===== src/rtl/osd_ctrl.sv =====
// Purpose     : frame-synchronous config controller for the OSD overlay (shadow regs, vsync-aligned commit, blink).
// Latency     : outputs update on the frame-edge cycle and show on the next cycle; o_frame_tick pulses in that cycle.
// Backpressure: o_wr_ready is low while a commit waits for the next frame edge; otherwise writes take one cycle.
//
// Ports:
//   i_clk, i_rst              pixel clock, synchronous active-high reset
//   i_wr_valid/o_wr_ready     host write handshake; i_wr_addr[2:0], i_wr_data[23:0]
//   i0_vs                     vsync of the stream entering the OSD stage (active level P_VS_POL)
//   o_en, o_bgr[23:0]         overlay enable / colour to the OSD stage
//   o_pending                 a commit is waiting for the next frame edge
//   o_frame_tick              one-cycle pulse in the cycle after each frame edge
//
// Register map: 0 CTRL {[15:8] half_period, [1] blink_en, [0] en}, 1 COL_A, 2 COL_B,
//               3 COMMIT (data ignored), 4 TIMEOUT, 5-7 accepted and dropped.
//
// Optional feature macro: OSD_CTRL_TIMEOUT_EN
//   defined   : TIMEOUT[15:0] limits how many frames the overlay stays enabled after a commit
//               (0 = no limit).
//   undefined : TIMEOUT writes are accepted and dropped; o_en follows the active enable.

module osd_ctrl #(
    parameter bit P_VS_POL = 1'b1
) (
    input  logic        i_clk,
    input  logic        i_rst,
    input  logic        i_wr_valid,
    output logic        o_wr_ready,
    input  logic [2:0]  i_wr_addr,
    input  logic [23:0] i_wr_data,
    input  logic        i0_vs,
    output logic        o_en,
    output logic [23:0] o_bgr,
    output logic        o_pending,
    output logic        o_frame_tick
);

    localparam logic [2:0]  L_ADDR_CTRL    = 3'd0;
    localparam logic [2:0]  L_ADDR_COL_A   = 3'd1;
    localparam logic [2:0]  L_ADDR_COL_B   = 3'd2;
    localparam logic [2:0]  L_ADDR_COMMIT  = 3'd3;
`ifdef OSD_CTRL_TIMEOUT_EN
    localparam logic [2:0]  L_ADDR_TIMEOUT = 3'd4;
`endif
    localparam logic [23:0] L_COL_A_RST    = 24'hFFFFFF;

    typedef enum logic {
        S_IDLE = 1'b0,
        S_PEND = 1'b1
    } state_t;

    // ------------------------------------------------------------------
    // Registers
    // ------------------------------------------------------------------
    state_t      r_state;
    logic        r_vs_d;

    // Shadow copies written by the host
    logic        r_sh_en;
    logic        r_sh_blink;
    logic [7:0]  r_sh_half;
    logic [23:0] r_sh_col_a;
    logic [23:0] r_sh_col_b;

    // Active copies, only ever loaded on a frame edge
    logic        r_act_en;
    logic        r_act_blink;
    logic [7:0]  r_act_half;
    logic [23:0] r_act_col_a;
    logic [23:0] r_act_col_b;

    logic [7:0]  r_blink_cnt;
    logic        r_phase;

    logic        r_en;
    logic [23:0] r_bgr;
    logic        r_tick;

`ifdef OSD_CTRL_TIMEOUT_EN
    logic [15:0] r_sh_tmo;
    logic [15:0] r_act_tmo;
    logic [15:0] r_frm_cnt;
`endif

    // ------------------------------------------------------------------
    // Combinational
    // ------------------------------------------------------------------
    state_t      w_state_nxt;
    logic        w_ready;
    logic        w_pending;
    logic        w_edge;
    logic        w_wr_fire;
    logic        w_commit_wr;
    logic        w_apply;
    logic [7:0]  w_half_m1;
    logic        w_cnt_wrap;
    logic [7:0]  w_cnt_nxt;
    logic        w_phase_nxt;
    logic        w_en_nxt;
    logic [23:0] w_col_a_nxt;
    logic [23:0] w_col_b_nxt;
    logic [23:0] w_bgr_nxt;
    logic        w_oen_nxt;

    // A level already active when reset releases still counts as an edge,
    // because r_vs_d is held at the inactive level during reset.
    assign w_edge      = (i0_vs == P_VS_POL) && (r_vs_d != P_VS_POL);
    assign w_wr_fire   = i_wr_valid && w_ready;
    assign w_commit_wr = w_wr_fire && (i_wr_addr == L_ADDR_COMMIT);
    // A commit written in IDLE only reaches PEND after this cycle, so an edge
    // coinciding with the COMMIT write does not apply it.
    assign w_apply     = (r_state == S_PEND) && w_edge;

    // FSM next state and handshake outputs
    always_comb begin
        w_state_nxt = r_state;
        w_ready     = 1'b0;
        w_pending   = 1'b0;
        case (r_state)
            S_IDLE: begin
                w_ready = 1'b1;
                if (w_commit_wr) begin
                    w_state_nxt = S_PEND;
                end
            end
            S_PEND: begin
                w_pending = 1'b1;
                if (w_edge) begin
                    w_state_nxt = S_IDLE;
                end
            end
            default: begin
                w_state_nxt = S_IDLE;
            end
        endcase
    end

    // half_period of 0 behaves like 1: wrap on every frame.
    assign w_half_m1  = (r_act_half == 8'd0) ? 8'd0 : (r_act_half - 8'd1);
    // >= keeps the counter bounded even if it ever sits above the wrap point.
    assign w_cnt_wrap = (r_blink_cnt >= w_half_m1);

    // Blink counter / phase. The commit edge restarts the pattern instead of counting.
    always_comb begin
        w_cnt_nxt   = r_blink_cnt;
        w_phase_nxt = r_phase;
        if (w_apply) begin
            w_cnt_nxt   = 8'd0;
            w_phase_nxt = 1'b0;
        end else if (w_edge) begin
            if (w_cnt_wrap) begin
                w_cnt_nxt   = 8'd0;
                w_phase_nxt = r_act_blink & ~r_phase;
            end else begin
                w_cnt_nxt   = r_blink_cnt + 8'd1;
                w_phase_nxt = r_act_blink & r_phase;
            end
        end
    end

    // Values the active registers will hold after this cycle; outputs are
    // computed from these so the commit frame already shows the new settings.
    assign w_en_nxt    = w_apply ? r_sh_en    : r_act_en;
    assign w_col_a_nxt = w_apply ? r_sh_col_a : r_act_col_a;
    assign w_col_b_nxt = w_apply ? r_sh_col_b : r_act_col_b;
    assign w_bgr_nxt   = w_phase_nxt ? w_col_b_nxt : w_col_a_nxt;

`ifdef OSD_CTRL_TIMEOUT_EN
    logic [15:0] w_frm_nxt;
    logic [15:0] w_tmo_nxt;
    logic        w_expired;

    always_comb begin
        w_frm_nxt = r_frm_cnt;
        if (w_apply) begin
            w_frm_nxt = 16'd0;
        end else if (w_edge && (r_frm_cnt != 16'hFFFF)) begin
            w_frm_nxt = r_frm_cnt + 16'd1;
        end
    end

    assign w_tmo_nxt = w_apply ? r_sh_tmo : r_act_tmo;
    assign w_expired = (w_tmo_nxt != 16'd0) && (w_frm_nxt >= w_tmo_nxt);
    assign w_oen_nxt = w_en_nxt && !w_expired;
`else
    assign w_oen_nxt = w_en_nxt;
`endif

    // ------------------------------------------------------------------
    // Sequential
    // ------------------------------------------------------------------
    always_ff @(posedge i_clk) begin
        if (i_rst) begin
            r_state <= S_IDLE;
        end else begin
            r_state <= w_state_nxt;
        end
    end

    always_ff @(posedge i_clk) begin
        if (i_rst) begin
            r_vs_d <= !P_VS_POL;
        end else begin
            r_vs_d <= i0_vs;
        end
    end

    // Shadow registers. Writes only arrive in IDLE since ready is low in PEND.
    always_ff @(posedge i_clk) begin
        if (i_rst) begin
            r_sh_en    <= 1'b0;
            r_sh_blink <= 1'b0;
            r_sh_half  <= 8'd0;
            r_sh_col_a <= L_COL_A_RST;
            r_sh_col_b <= 24'd0;
`ifdef OSD_CTRL_TIMEOUT_EN
            r_sh_tmo   <= 16'd0;
`endif
        end else if (w_wr_fire) begin
            case (i_wr_addr)
                L_ADDR_CTRL: begin
                    r_sh_en    <= i_wr_data[0];
                    r_sh_blink <= i_wr_data[1];
                    r_sh_half  <= i_wr_data[15:8];
                end
                L_ADDR_COL_A: r_sh_col_a <= i_wr_data;
                L_ADDR_COL_B: r_sh_col_b <= i_wr_data;
`ifdef OSD_CTRL_TIMEOUT_EN
                L_ADDR_TIMEOUT: r_sh_tmo <= i_wr_data[15:0];
`endif
                default: ;
            endcase
        end
    end

    // Active registers: atomic copy of the whole shadow set on the commit edge.
    always_ff @(posedge i_clk) begin
        if (i_rst) begin
            r_act_en    <= 1'b0;
            r_act_blink <= 1'b0;
            r_act_half  <= 8'd0;
            r_act_col_a <= L_COL_A_RST;
            r_act_col_b <= 24'd0;
`ifdef OSD_CTRL_TIMEOUT_EN
            r_act_tmo   <= 16'd0;
`endif
        end else if (w_apply) begin
            r_act_en    <= r_sh_en;
            r_act_blink <= r_sh_blink;
            r_act_half  <= r_sh_half;
            r_act_col_a <= r_sh_col_a;
            r_act_col_b <= r_sh_col_b;
`ifdef OSD_CTRL_TIMEOUT_EN
            r_act_tmo   <= r_sh_tmo;
`endif
        end
    end

    always_ff @(posedge i_clk) begin
        if (i_rst) begin
            r_blink_cnt <= 8'd0;
            r_phase     <= 1'b0;
        end else begin
            r_blink_cnt <= w_cnt_nxt;
            r_phase     <= w_phase_nxt;
        end
    end

`ifdef OSD_CTRL_TIMEOUT_EN
    always_ff @(posedge i_clk) begin
        if (i_rst) begin
            r_frm_cnt <= 16'd0;
        end else begin
            r_frm_cnt <= w_frm_nxt;
        end
    end
`endif

    // Overlay outputs only move on a frame edge, so nothing changes mid-frame.
    always_ff @(posedge i_clk) begin
        if (i_rst) begin
            r_en   <= 1'b0;
            r_bgr  <= L_COL_A_RST;
            r_tick <= 1'b0;
        end else begin
            r_tick <= w_edge;
            if (w_edge) begin
                r_en  <= w_oen_nxt;
                r_bgr <= w_bgr_nxt;
            end
        end
    end

    assign o_wr_ready   = w_ready;
    assign o_pending    = w_pending;
    assign o_en         = r_en;
    assign o_bgr        = r_bgr;
    assign o_frame_tick = r_tick;

endmodule


===== config.mk =====
export PLATFORM = sky130hd
export DESIGN_NAME = osd_ctrl
export DESIGN_NICKNAME = d
export VERILOG_FILES = /design/src/rtl/osd_ctrl.sv
export SDC_FILE = /design/constraint.sdc
export NUM_CORES = 1
export LEC_CHECK = 0
export CAP_MARGIN = 20
export CORE_UTILIZATION = 37
export DETAILED_ROUTE_END_ITERATION = 10
export SYNTH_ARGS = -nofsm -noshare
export SYNTH_HDL_FRONTEND = slang
export SYNTH_SLANG_ARGS = --single-unit

===== constraint.sdc =====
create_clock -name i_clk -period 8.4 [get_ports i_clk]
set_clock_uncertainty 0.05 [all_clocks]
set_input_delay 1.26 -clock i_clk [delete_from_list [all_inputs] [get_ports i_clk]]
set_output_delay 1.26 -clock i_clk [all_outputs]
set_load 0.01 [all_outputs]

==> flow_summary_export.csv <==
group,metric,value,unit
logic_synthesis,postSynthAreaPerCell,8.94,um2
global_routing,antenna_found_initial,0,
status,status,"finished, final reports clean",
detailed_routing,vias,4934,
timing,hold_ws,0.401,ns
power,vdd_drop_max,121,uV
logic_synthesis,synthTopCellsByArea,"dfxtp_1, nand2_1, a211o_1, a21oi_1, a221o_1",
power,clockPowerShare,46.0,%
flow_run,drv_cap,0,
timing,layout_min_cycle_time,3.83,ns
detailed_routing,m1WireLength,6870,um
power,leakagePower,0.00285,uW
detailed_routing,first_pass_iters,5,
power,power.share.combinational,7.0,%
timing,worst_pin_slew,1.04,ns
detailed_routing,ant_nets,0,
cells_and_area,multi_input_area,2760,um2
cts,ctsRootBufferMaster,"clkbuf_16",
logic_synthesis,async_flop_share,0,%
placed_design,place_area,6800,um2
placed_design,port_buffers,58,
cts,post_cts_buffers,0,
die,die_area,16800,um2
detailed_routing,drtIter0Drc,323,
cells_and_area,fill_cells,1516,
logic_synthesis,ys_types,37,
die,initial_utilization,37.9,%
logic_synthesis,seq_area_frac_synth,50.8,%
cells_and_area,layout-drive-gt1-share,7.30,%
logic_synthesis,ys_ff_latch,153,
die,die_h,130,um
cts,cts_buffer_depth,2,
setup_path,required,8.70,ns
logic_synthesis,ys.warnings.count,0,
die,num_io_pins,59,
timing,fin_setup_tns,0,ns
setup_path,end_kind,"flip-flop",
cts,clk_latency,0.42,ns
logic_synthesis,syn_inst,674,
cells_and_area,design_area,7420,um2
detailed_routing,wl_per_cell,16.1,um
placed_design,place.gp.congestion,0.803,
setup_path,crit_type,"reg2reg",
global_routing,first_global_vias,4827,
global_routing,grt_overflow,0,
power,pwr-share-seq,47.0,%
global_routing,grt_max_degree,82,
power,powerDensity,217,nW/um2
cells_and_area,final-seq-area,3060,um2
global_routing,grtUsageTotal,19.1,%
cells_and_area,final_cells,942,
cts,cts_hold_buf,0,
setup_path,critPathLaunchType,"flip-flop",
global_routing,grt_first_pass_wirelength,24400,um
logic_synthesis,synth_edf_count,0,
hold_path,min_path_type,"reg2reg",
detailed_routing,drc,0,
logic_synthesis,yosysTopAreaCellShare,50.8,%
timing,setup_viol,0,
die,fp.coreArea,15900,um2
die,num_rows,46,
detailed_routing,wl_met2,7390,um
cts,cts_resized,0,
cts,clk_pin_slew_worst_paths,0.06,ns
timing,hold_viol_final,0,
logic_synthesis,ys_top_cells_by_count,"nand2_1, dfxtp_1, a21oi_1",
detailed_routing,top_layer_used,"met4",
placed_design,hpwlAfterDp,9130,um
setup_path,cp_max_fo,24,
cts,htreeDepth,4,
power,intPower,1250,uW
placed_design,dp.cells,908,
logic_synthesis,synth_flop_cell,"dfxtp_1",
detailed_routing,vias_per_cell,5.24,
cts,clock-sinks,153,
timing,finalCritPeriodShare,45.7,%
timing,slew_violations,0,
cells_and_area,n_antenna_cell,0,
logic_synthesis,synth_top_cell_by_area,"dfxtp_1",
logic_synthesis,synth_most_common_cell,"nand2_1",
timing,max_freq,261,MHz
logic_synthesis,syn_nets,715,
timing,rsz0062_at_grt,"false",
logic_synthesis,netlist_area,6020,um2
cts,cts_tree,"built",
power,netSwitchingPower,356,uW
detailed_routing,dr_wl_met3,613,um
cells_and_area,utilization,46.7,%
die,fp.dieW,130,um
cells_and_area,nets,754,
cts,cts_buffers,17,
detailed_routing,routed_wl,15200,um
cells_and_area,area.growth.synth_to_final,23.2,%
setup_path,arrival,4.14,ns
timing,relSlewSlack,30.3,%
power,p_sw_share,22.1,%
-- power by group through the flow --
stage / logic [uW] / clock network [uW] / registers [uW]
after global routing: 123 / 789 / 759
final: 113 / 741 / 757
after global placement: 109 / 0 / 772
after detailed placement: 113 / 0 / 772
after CTS: 113 / 754 / 757
after floorplan: 58.0 / 0 / 773
-- worst max-delay path, cell delays in order (launching register included) --
cell and delay (ns):
dfxtp_1 0.32, inv_1 0.09, ha_1 0.19, nand2_1 0.08
or2_2 0.30, or4_1 0.51, and2_1 0.21, ha_1 0.26
and3_1 0.17, o21ai_2 0.08, a311oi_4 0.45, o21ai_1 0.15
a311oi_4 0.30, buf_4 0.37, a221o_1 0.22
-- logic make-up (layout without fill, tap and decap cells) --
family,after synthesis,after routing,share of synthesized area [%]
xor gates and xnor gates,9,9,1.31
adders and majority gates,10,10,2.08
buffers and inverters,55,107,3.82
and+or+nand+nor,287,287,21.6
DFF,153,153,50.8
AOI/OAI and AO/OA,148,148,18.3
muxes,12,12,1.99
-- registers in the layout (all words and copies together), names as in the netlist --
| name | flops |
|---|---|
| r_act_half | 8 |
| o_bgr | 24 |
| r_phase | 1 |
| r_sh_col_b | 24 |
| o_frame_tick | 1 |
| r_act_col_a | 24 |
| r_act_blink | 1 |
| r_sh_half | 8 |
| r_act_col_b | 24 |
| r_state | 1 |
| r_act_en | 1 |
| o_en | 1 |
| r_sh_blink | 1 |
| r_blink_cnt | 8 |
| r_sh_en | 1 |
| r_vs_d | 1 |
| r_sh_col_a | 24 |
-- area by class of cell --
type	instances	area share, %
tap	216	3.64
clock buffer	26	7.00
clock inverter	6	0.826
multi-input combinational	466	37.2
sequential	153	41.3
timing repair buffer	70	9.81
inverter	5	0.253
-- final timing paths --
kind	start	end	slack, ns	depth (start not counted)
setup / recovery	r_act_half[0]	o_bgr[4]	4.57	14
hold / removal	r_sh_col_b[22]	r_act_col_b[22]	0.40	2
setup reg to reg	r_act_half[0]	o_bgr[4]	4.57	14
hold reg to reg	r_sh_col_b[22]	r_act_col_b[22]	0.40	2
-- per-layer routing --
metal | vias to the layer above | track usage [%]
met3 | 23 | 4.75
met2 | 110 | 31.7
met4 | 0 | 7.11
li1 | 2422 | -
met5 | - | 0
met1 | 2379 | 23.8
-- cell usage in the layout (no fill, tap or decap), types with 9 or more instances in the layout --
master	instances
a211o_1	48
a21oi_1	64
a221o_1	24
and3_1	26
buf_4	9
clkbuf_16	17
clkdlybuf4s50_1	57
dfxtp_1	153
ha_1	10
mux2i_1	12
nand2_1	182
nand3b_1	24
nor2_1	24
-- per-stage QoR --
| stage | setup WS (ns) | total power, uW |
|---|---|---|
| 3_5_place_dp | 4.59 | 885 |
| 2_1_floorplan | 5.00 | 831 |
| 4_1_cts | 4.56 | 1620 |
| 5_1_grt | 4.38 | 1670 |
| 6_report | 4.57 | 1610 |
| 3_3_place_gp | 4.69 | 880 |
(Power assumes the default switching activity.)
